**src/rtl/gate_id_pkg.sv**
```systemverilog
// Shared types and constants for the gate identifier: FSM states,
// gate classification codes and the truth patterns that map onto them.
package gate_id_pkg;

  typedef enum logic [1:0] {
    IDLE,
    SETTLE,
    DONE
  } state_t;

  localparam logic [2:0] GC_NOT     = 3'd0;
  localparam logic [2:0] GC_OR      = 3'd1;
  localparam logic [2:0] GC_AND     = 3'd2;
  localparam logic [2:0] GC_NAND    = 3'd3;
  localparam logic [2:0] GC_NOR     = 3'd4;
  localparam logic [2:0] GC_XOR     = 3'd5;
  localparam logic [2:0] GC_XNOR    = 3'd6;
  localparam logic [2:0] GC_UNKNOWN = 3'd7;

  // Bit index of each pattern is {a,b}.
  localparam logic [3:0] TT_NOT  = 4'b0101;
  localparam logic [3:0] TT_OR   = 4'b1110;
  localparam logic [3:0] TT_AND  = 4'b1000;
  localparam logic [3:0] TT_NAND = 4'b0111;
  localparam logic [3:0] TT_NOR  = 4'b0001;
  localparam logic [3:0] TT_XOR  = 4'b0110;
  localparam logic [3:0] TT_XNOR = 4'b1001;

endpackage

```
**src/rtl/gate_classifier.sv**
```systemverilog
// Combinational map from a captured 2-input truth table to a gate code
// plus a valid flag (low for any pattern that is not a known gate).
module gate_classifier
  import gate_id_pkg::*;
(
  input  logic [3:0] i_truth,
  output logic [2:0] o_code,
  output logic       o_valid
);

  always_comb begin
    o_code = GC_UNKNOWN;
    case (i_truth)
      TT_NOT:  o_code = GC_NOT;
      TT_OR:   o_code = GC_OR;
      TT_AND:  o_code = GC_AND;
      TT_NAND: o_code = GC_NAND;
      TT_NOR:  o_code = GC_NOR;
      TT_XOR:  o_code = GC_XOR;
      TT_XNOR: o_code = GC_XNOR;
      default: o_code = GC_UNKNOWN;
    endcase
    o_valid = (o_code != GC_UNKNOWN);
  end

endmodule

```
**src/rtl/gate_identifier.sv**
```systemverilog
// Steps an unknown 2-input gate through all four input combinations,
// captures its truth table and classifies it.
module gate_identifier
  import gate_id_pkg::*;
#(
  parameter int unsigned SETTLE_CYCLES = 2
) (
  input  logic       clk,
  input  logic       rst_n,
  input  logic       start,
  input  logic       sample,
  output logic       drive_a,
  output logic       drive_b,
  output logic       busy,
  output logic       done,
  output logic [3:0] truth,
  output logic [2:0] gate_code,
  output logic       gate_valid
);

  localparam int unsigned   CW       = $clog2(SETTLE_CYCLES + 1);
  localparam logic [CW-1:0] CNT_LAST = CW'(SETTLE_CYCLES - 1);

  state_t        r_state;
  logic [1:0]    r_idx;
  logic [CW-1:0] r_cnt;
  logic [3:0]    r_shadow;
  logic [2:0]    w_code;
  logic          w_valid;

  gate_classifier u_classifier (
    .i_truth (r_shadow),
    .o_code  (w_code),
    .o_valid (w_valid)
  );

  always_ff @(posedge clk or negedge rst_n) begin
    if (!rst_n) begin
      r_state    <= IDLE;
      r_idx      <= '0;
      r_cnt      <= '0;
      r_shadow   <= '0;
      drive_a    <= 1'b0;
      drive_b    <= 1'b0;
      busy       <= 1'b0;
      done       <= 1'b0;
      truth      <= '0;
      gate_code  <= GC_UNKNOWN;
      gate_valid <= 1'b0;
    end else begin
      done <= 1'b0;
      case (r_state)
        IDLE: begin
          drive_a <= 1'b0;
          drive_b <= 1'b0;
          if (start) begin
            r_idx    <= '0;
            r_cnt    <= '0;
            r_shadow <= '0;
            busy     <= 1'b1;
            r_state  <= SETTLE;
          end
        end
        SETTLE: begin
          if (r_cnt == CNT_LAST) begin
            r_shadow[r_idx] <= sample;
            r_cnt           <= '0;
            if (r_idx == 2'd3) begin
              drive_a <= 1'b0;
              drive_b <= 1'b0;
              r_state <= DONE;
            end else begin
              r_idx              <= r_idx + 2'd1;
              {drive_a, drive_b} <= r_idx + 2'd1;
            end
          end else begin
            r_cnt <= r_cnt + 1'b1;
          end
        end
        DONE: begin
          done       <= 1'b1;
          busy       <= 1'b0;
          truth      <= r_shadow;
          gate_code  <= w_code;
          gate_valid <= w_valid;
          r_state    <= IDLE;
        end
        default: r_state <= IDLE;
      endcase
    end
  end

endmodule
```
**config.mk**
```make
export PLATFORM = sky130hd
export DESIGN_NAME = gate_identifier
export DESIGN_NICKNAME = d
export VERILOG_FILES = /design/src/rtl/gate_id_pkg.sv /design/src/rtl/gate_classifier.sv /design/src/rtl/gate_identifier.sv
export SDC_FILE = /design/constraint.sdc
export NUM_CORES = 1
export LEC_CHECK = 0
export CORE_MARGIN = 5
export CORE_UTILIZATION = 35
export DETAILED_ROUTE_END_ITERATION = 12
export GPL_TIMING_DRIVEN = 0
export PLACE_DENSITY = 0.62
export SETUP_SLACK_MARGIN = 0.5
export SLEW_MARGIN = 25
export SYNTH_ARGS = -nofsm -noshare
export SYNTH_HDL_FRONTEND = slang
export SYNTH_SLANG_ARGS = --single-unit
export TNS_END_PERCENT = 30
```
**constraint.sdc**
```tcl
create_clock -name clk -period 1.8 [get_ports clk]
set_clock_uncertainty 0.2 [all_clocks]
set_input_delay 0.27 -clock clk [delete_from_list [all_inputs] [get_ports clk]]
set_output_delay 0.27 -clock clk [all_outputs]
set_load 0.01 [all_outputs]
```
# --- Word level (Yosys, flattened, before mapping) ---
# Index checks and enable logic that the tools add are counted.
word_totals:
  in_bits: 4
  word_cells: 67
  ff_bits: 22
  out_inout_bits: 12
classes:
  n_addsub: 2
  n_lt_le_gt_ge: 2
  reduce_logical: 10
  muxes: 26
  n_eq_ne: 16
op_table:
  columns: ["operator", "n"]
  rows:
  - ["3-bit one-hot mux with 7 select lines", 1]
  - ["2-bit two-way mux", 7]
  - ["4-bit by 3-bit == test with 1-bit output, second input constant", 3]
  - ["4-bit == test, second input constant", 3]
  - ["2-bit one-hot mux with 2 select lines", 3]
  - ["4-bit two-way mux", 2]
  - ["2-bit != test, second input constant", 4]
  - ["4-bit one-hot mux with 2 select lines", 1]
  - ["1-bit two-way mux", 7]
  - ["1-bit one-hot mux with 2 select lines", 3]
  - ["2-bit AND reduction", 3]
  - ["3-bit AND reduction", 2]
  - ["2-bit by 1-bit adder with 2-bit output, second input constant", 2]
  - ["4-bit bitwise mux", 1]
  - ["2-bit by 1-bit == test with 1-bit output, second input constant", 2]
  - ["2-bit == test, second input constant", 2]
  - ["4-bit by 1-bit == test with 1-bit output, second input constant", 1]
  - ["4-bit AND reduction", 1]
  - ["2-bit nonzero test", 2]
  - ["2-bit by 3-bit less-than comparator with 1-bit output, second input constant", 1]
  - ["3-bit != test, second input constant", 1]
  - ["1-bit demux with 2-bit select", 1]
  - ["2-bit by 1-bit greater-or-equal comparator with 1-bit output, second input constant", 1]
  - ["2-bit logical NOT", 1]
  - ["1-bit logical AND", 1]

# --- Logic depth before layout (Yosys ltp) ---
depth:
  depth_word: 7
  mapped_depth: 5
  depth_no_buf: 5

# --- Modules after synthesis ---
# Synthesis repeated with hierarchy kept, for this count alone.
hier_totals:
  hier_cells: 94
  hier_area_um2: 1093.5
by_module_without_submodules:
  columns: ["module", "seq_area_each_um2", "area_each_um2", "cells_per_inst", "instances"]
  rows:
  - ["gate_identifier", 554.3, 1012.2, 82, 1]
  - ["gate_classifier", 0.0, 81.3, 12, 1]

# --- Least setup slack after synthesis ---
# No wires, ideal clock.
synth_timing:
  kind: "register to register"
  from: "register r_idx[0]"
  to: "register r_idx[0]"
  path_stages_with_launch: 5
  period_less_slack_ns: 1.761
  n_path_buf: 0
  setup_time_ns: 0.126
  arrival_ns: 1.435
  t_required_ns: 1.474
  slack_ns: 0.039
  path_cell_list: "dfrtp_1 -> ha_1 -> or3b_4 -> and3_4 -> a221o_1"
synth_via:
  elab_chain_len: 4
  elab_cells_between_ends: 7
  classes_between: "1 x add/sub; 2 x eq/ne; 3 x mux; 1 x reduce/logical"
synth_rtl:
  columns: ["element", "line", "text"]
  rows:
  - ["start, declared", "gate_identifier.sv:25", "logic [1:0] r_idx;"]
  - ["start signal, assigned", "gate_identifier.sv:73", "r_idx <= r_idx + 2'd1;"]
  - ["2-bit by 1-bit adder with 2-bit output", "gate_identifier.sv:73", null]
  - ["2-bit two-way mux", "gate_identifier.sv:68", "if (r_idx == 2'd3) begin"]
  - ["2-bit two-way mux", "gate_identifier.sv:65", "if (r_cnt == CNT_LAST) begin"]
  - ["2-bit one-hot mux with 2 select lines", "gate_identifier.sv:52", "case (r_state)"]
# Several ways; a longest one is shown, not always the timed one. The select of a mux whose other input is x is not followed.
# A chain may end at the register's enable or synchronous reset.

# --- Final worst setup path ---
# Ends and elaborated chain as after synthesis.

==> flow_summary.json <==
{
  "insertion_delay_ns": 0.32,
  "clock-sinks": 22,
  "cts_made_buffers": 3,
  "worst_setup_path_start_kind": "register",
  "std_cell_rows": 20,
  "pwr-share-comb_pct": 55.2,
  "ff2ff_path_depth": 4,
  "n_antenna_cell": 0,
  "vdd_drop_max_v": 0.000781,
  "hold_ws_ns": 0.223,
  "outcome": "completed",
  "yosys.area.top_type_share_pct": 43.2,
  "grt_pass1_vias": 912,
  "design.die.area_mm2": 0.00436,
  "start_util_pct": 36.3,
  "fp.dieH_um": 66.1,
  "synth_area_leader_cell": "dfrtp_1",
  "tritoncts": "built",
  "drive_above_1_share_pct": 37.9,
  "layout_common_cells": "17 x dfrtp_1, 16 x nand2_1, 14 x buf_4",
  "wl_met2_um": 1220,
  "cts_root_buf": "clkbuf_4",
  "h-tree-depth": 1,
  "worst-path-max-fanout": 3,
  "yosysWarnings": 0,
  "vias": 941,
  "layout_commonest_cell": "dfrtp_1",
  "core_area_mm2": 0.00303,
  "cp_slowest_stage_delay_ns": 0.45,
  "syn_inst": 111,
  "grt_pass1_wl_um": 4130,
  "dieWidth_um": 66.1,
  "grt_max_degree": 23,
  "setup_viol_count_final": 0,
  "groute.usage.overall_pct": 12.5,
  "yosysSeqAreaShare_pct": 50.4,
  "p_leak_uw": 0.000707,
  "wl_met1_um": 1160,
  "cp_top_family": "simple AND/OR/NAND/NOR gates",
  "wl_per_cell_um": 13.3,
  "hpwl_um": 1600,
  "hold_class": "in -> async",
  "drt-initial-drc-count": 13,
  "async_flop_share_pct": 100,
  "dp.cells": 170,
  "switching_power_uw": 915,
  "ios": 16,
  "reg2reg_slack_ns": 0.1,
  "num-fill-cells": 292,
  "path_cells": "ha_4 -> or3b_4 -> and3_4 -> a221o_1",
  "total_power_uw": 2390,
  "finalCriticalPeriod_ns": 1.70,
  "tns_ns": 0,
  "wl_um": 2520,
  "clockPowerShare_pct": 10.2,
  "drt_pass1_iterations": 4,
  "antenna_found_initial": 0,
  "crit_type": "reg -> reg",
  "syn_avg_cell_area_um2": 9.91,
  "max_cap_violations": 0,
  "crit_path_end_kind": "register",
  "critPathSlowestCell": "dfrtp_2",
  "slew_viol_final": 0,
  "clkTransAtPathRegs_ns": 0.13,
  "syn_nets": 119,
  "min_period_over_period_pct": 94.5,
  "synth_seq_cells": 22,
  "clockBufferDepth": 2,
  "dr.max_layer_used": "met4",
  "synthFlopType": "dfrtp_1",
  "wl_met3_um": 88,
  "reg2reg_from": "r_idx[0]",
  "required_ns": 1.81,
  "postRouteAntennaNets": 0,
  "syn_to_final_growth_pct": 36.2,
  "synth_enable_flop_cells": 0,
  "nets": 154,
  "synth_cell_types": 34,
  "crit_buf_inv": 0,
  "tightest_slew_ns": 0.494,
  "cp.arrival_ns": 1.71,
  "r2r_end": "r_idx[0]",
  "power.share.sequential_pct": 34.6,
  "rsz0062_at_grt": "yes",
  "p_int_uw": 1480,
  "globalplace.congestion": 0.769,
  "drc_errors": 0,
  "io_buffers": 15,
  "startpoint": "r_idx[0]",
  "viasPerCell": 4.98,
  "power.density_mw_per_mm2": 1600,
  "hold_viol_final": 0,
  "grt-ovfl-total": 0,
  "syn-cell-area_mm2": 0.00110,
  "max_slew_margin_pct": 67.1,
  "switching_share_pct": 38.2,
  "stdcell_count": 189,
  "fmax_ghz": 0.588,
  "synth_top_cells_by_area": "dfrtp_1 43%, dfstp_2 7.2%, nand2_1 5.5%"
}
[synth_stat cells, types with 2 or more instances]
| cell | number |
|---|---|
| a21oi_1 | 2 |
| a221o_1 | 2 |
| buf_2 | 2 |
| clkbuf_1 | 5 |
| dfrtp_1 | 19 |
| dfstp_2 | 3 |
| ha_1 | 4 |
| inv_1 | 4 |
| mux2_2 | 3 |
| nand2_1 | 16 |
| nand2b_1 | 6 |
| nand3_1 | 6 |
| nand4_1 | 3 |
| nor2_1 | 4 |
| nor2b_1 | 5 |
| o211ai_1 | 3 |
| o21ai_0 | 6 |
| o311ai_0 | 2 |
[power by group through the flow]
stage / registers [uW] / logic [uW] / clock network (uW)
4_1_cts: 819 / 1100 / 246
3_5_place_dp: 845 / 995 / 0
2_1_floorplan: 870 / 597 / 0
3_3_place_gp: 836 / 971 / 0
6_report: 828 / 1320 / 244
5_1_grt: 857 / 1450 / 276
[cell type report]
cell class / instances / area (um^2) / area share, %
buffer: 7 / 58.8 / 3.93
clock buffer: 4 / 26.3 / 1.75
tap: 44 / 55.1 / 3.68
multi-input combinational: 78 / 563 / 37.6
sequential: 22 / 557 / 37.2
inverter: 4 / 15.0 / 1.00
timing repair buffer: 30 / 223 / 14.9
[per-layer routing]
layer	up-vias	track usage, %
met1	466	14.1
met3	5	2.89
met2	15	21.7
li1	455	-
met4	0	6.35
met5	-	0
[cells by family after synthesis]
kind of cell	Yosys count	share of synthesized area [%]
XOR/XNOR	1	0.797
flip-flops	22	50.4
AND/OR/NAND/NOR	47	22.6
multiplexers	3	3.07
AO/OA/AOI/OAI	23	14.6
buffers and inverters	11	3.98
adder cells (fa/ha/maj)	4	4.55
[worst register-to-register path, cell delays in order, from the launching register on]
cell and delay (ns):
dfrtp_2 0.45, ha_4 0.17, or3b_4 0.38, and3_4 0.15, a221o_1 0.25
[stage by stage]
step	setup slack (ns)	instance area [um^2]	utilization, %
after detailed placement	0.0166	1310	43.2
final	0.0996	1500	49.5
after global placement	0.0178	1310	43.2
after floorplan	0.0880	1100	-
after global routing	0.0552	1500	49.5
after CTS	0.0996	1370	45.4
[timing repair]
action | 4_1_cts | 5_1_grt
hold buffers | 0 | 1
endpoints found under the hold margin | 0 | 19
pin swaps | 3 | 2
resized for setup | 52 | 40
buffers inserted | 8 | 6
endpoints found under the setup margin | 52 | 34
[state kept, by name, summed over array words and instances (netlist names)]
register,flops
busy,1
done,1
drive_a,1
drive_b,1
gate_code,3
gate_valid,1
r_cnt,2
r_idx,2
r_shadow,4
r_state,2
truth,4
[how the worst max path moves through the flow]
stage | end | slack, ns | cells after the start
after floorplan | r_idx[0] | 0.09 | 4
after global placement | r_idx[0] | 0.02 | 4
after detailed placement | r_idx[0] | 0.02 | 4
after CTS | r_idx[0] | 0.1 | 4
after global routing | r_idx[0] | 0.06 | 4
final | r_idx[0] | 0.1 | 4
Power figures use the tool's default switching activity.
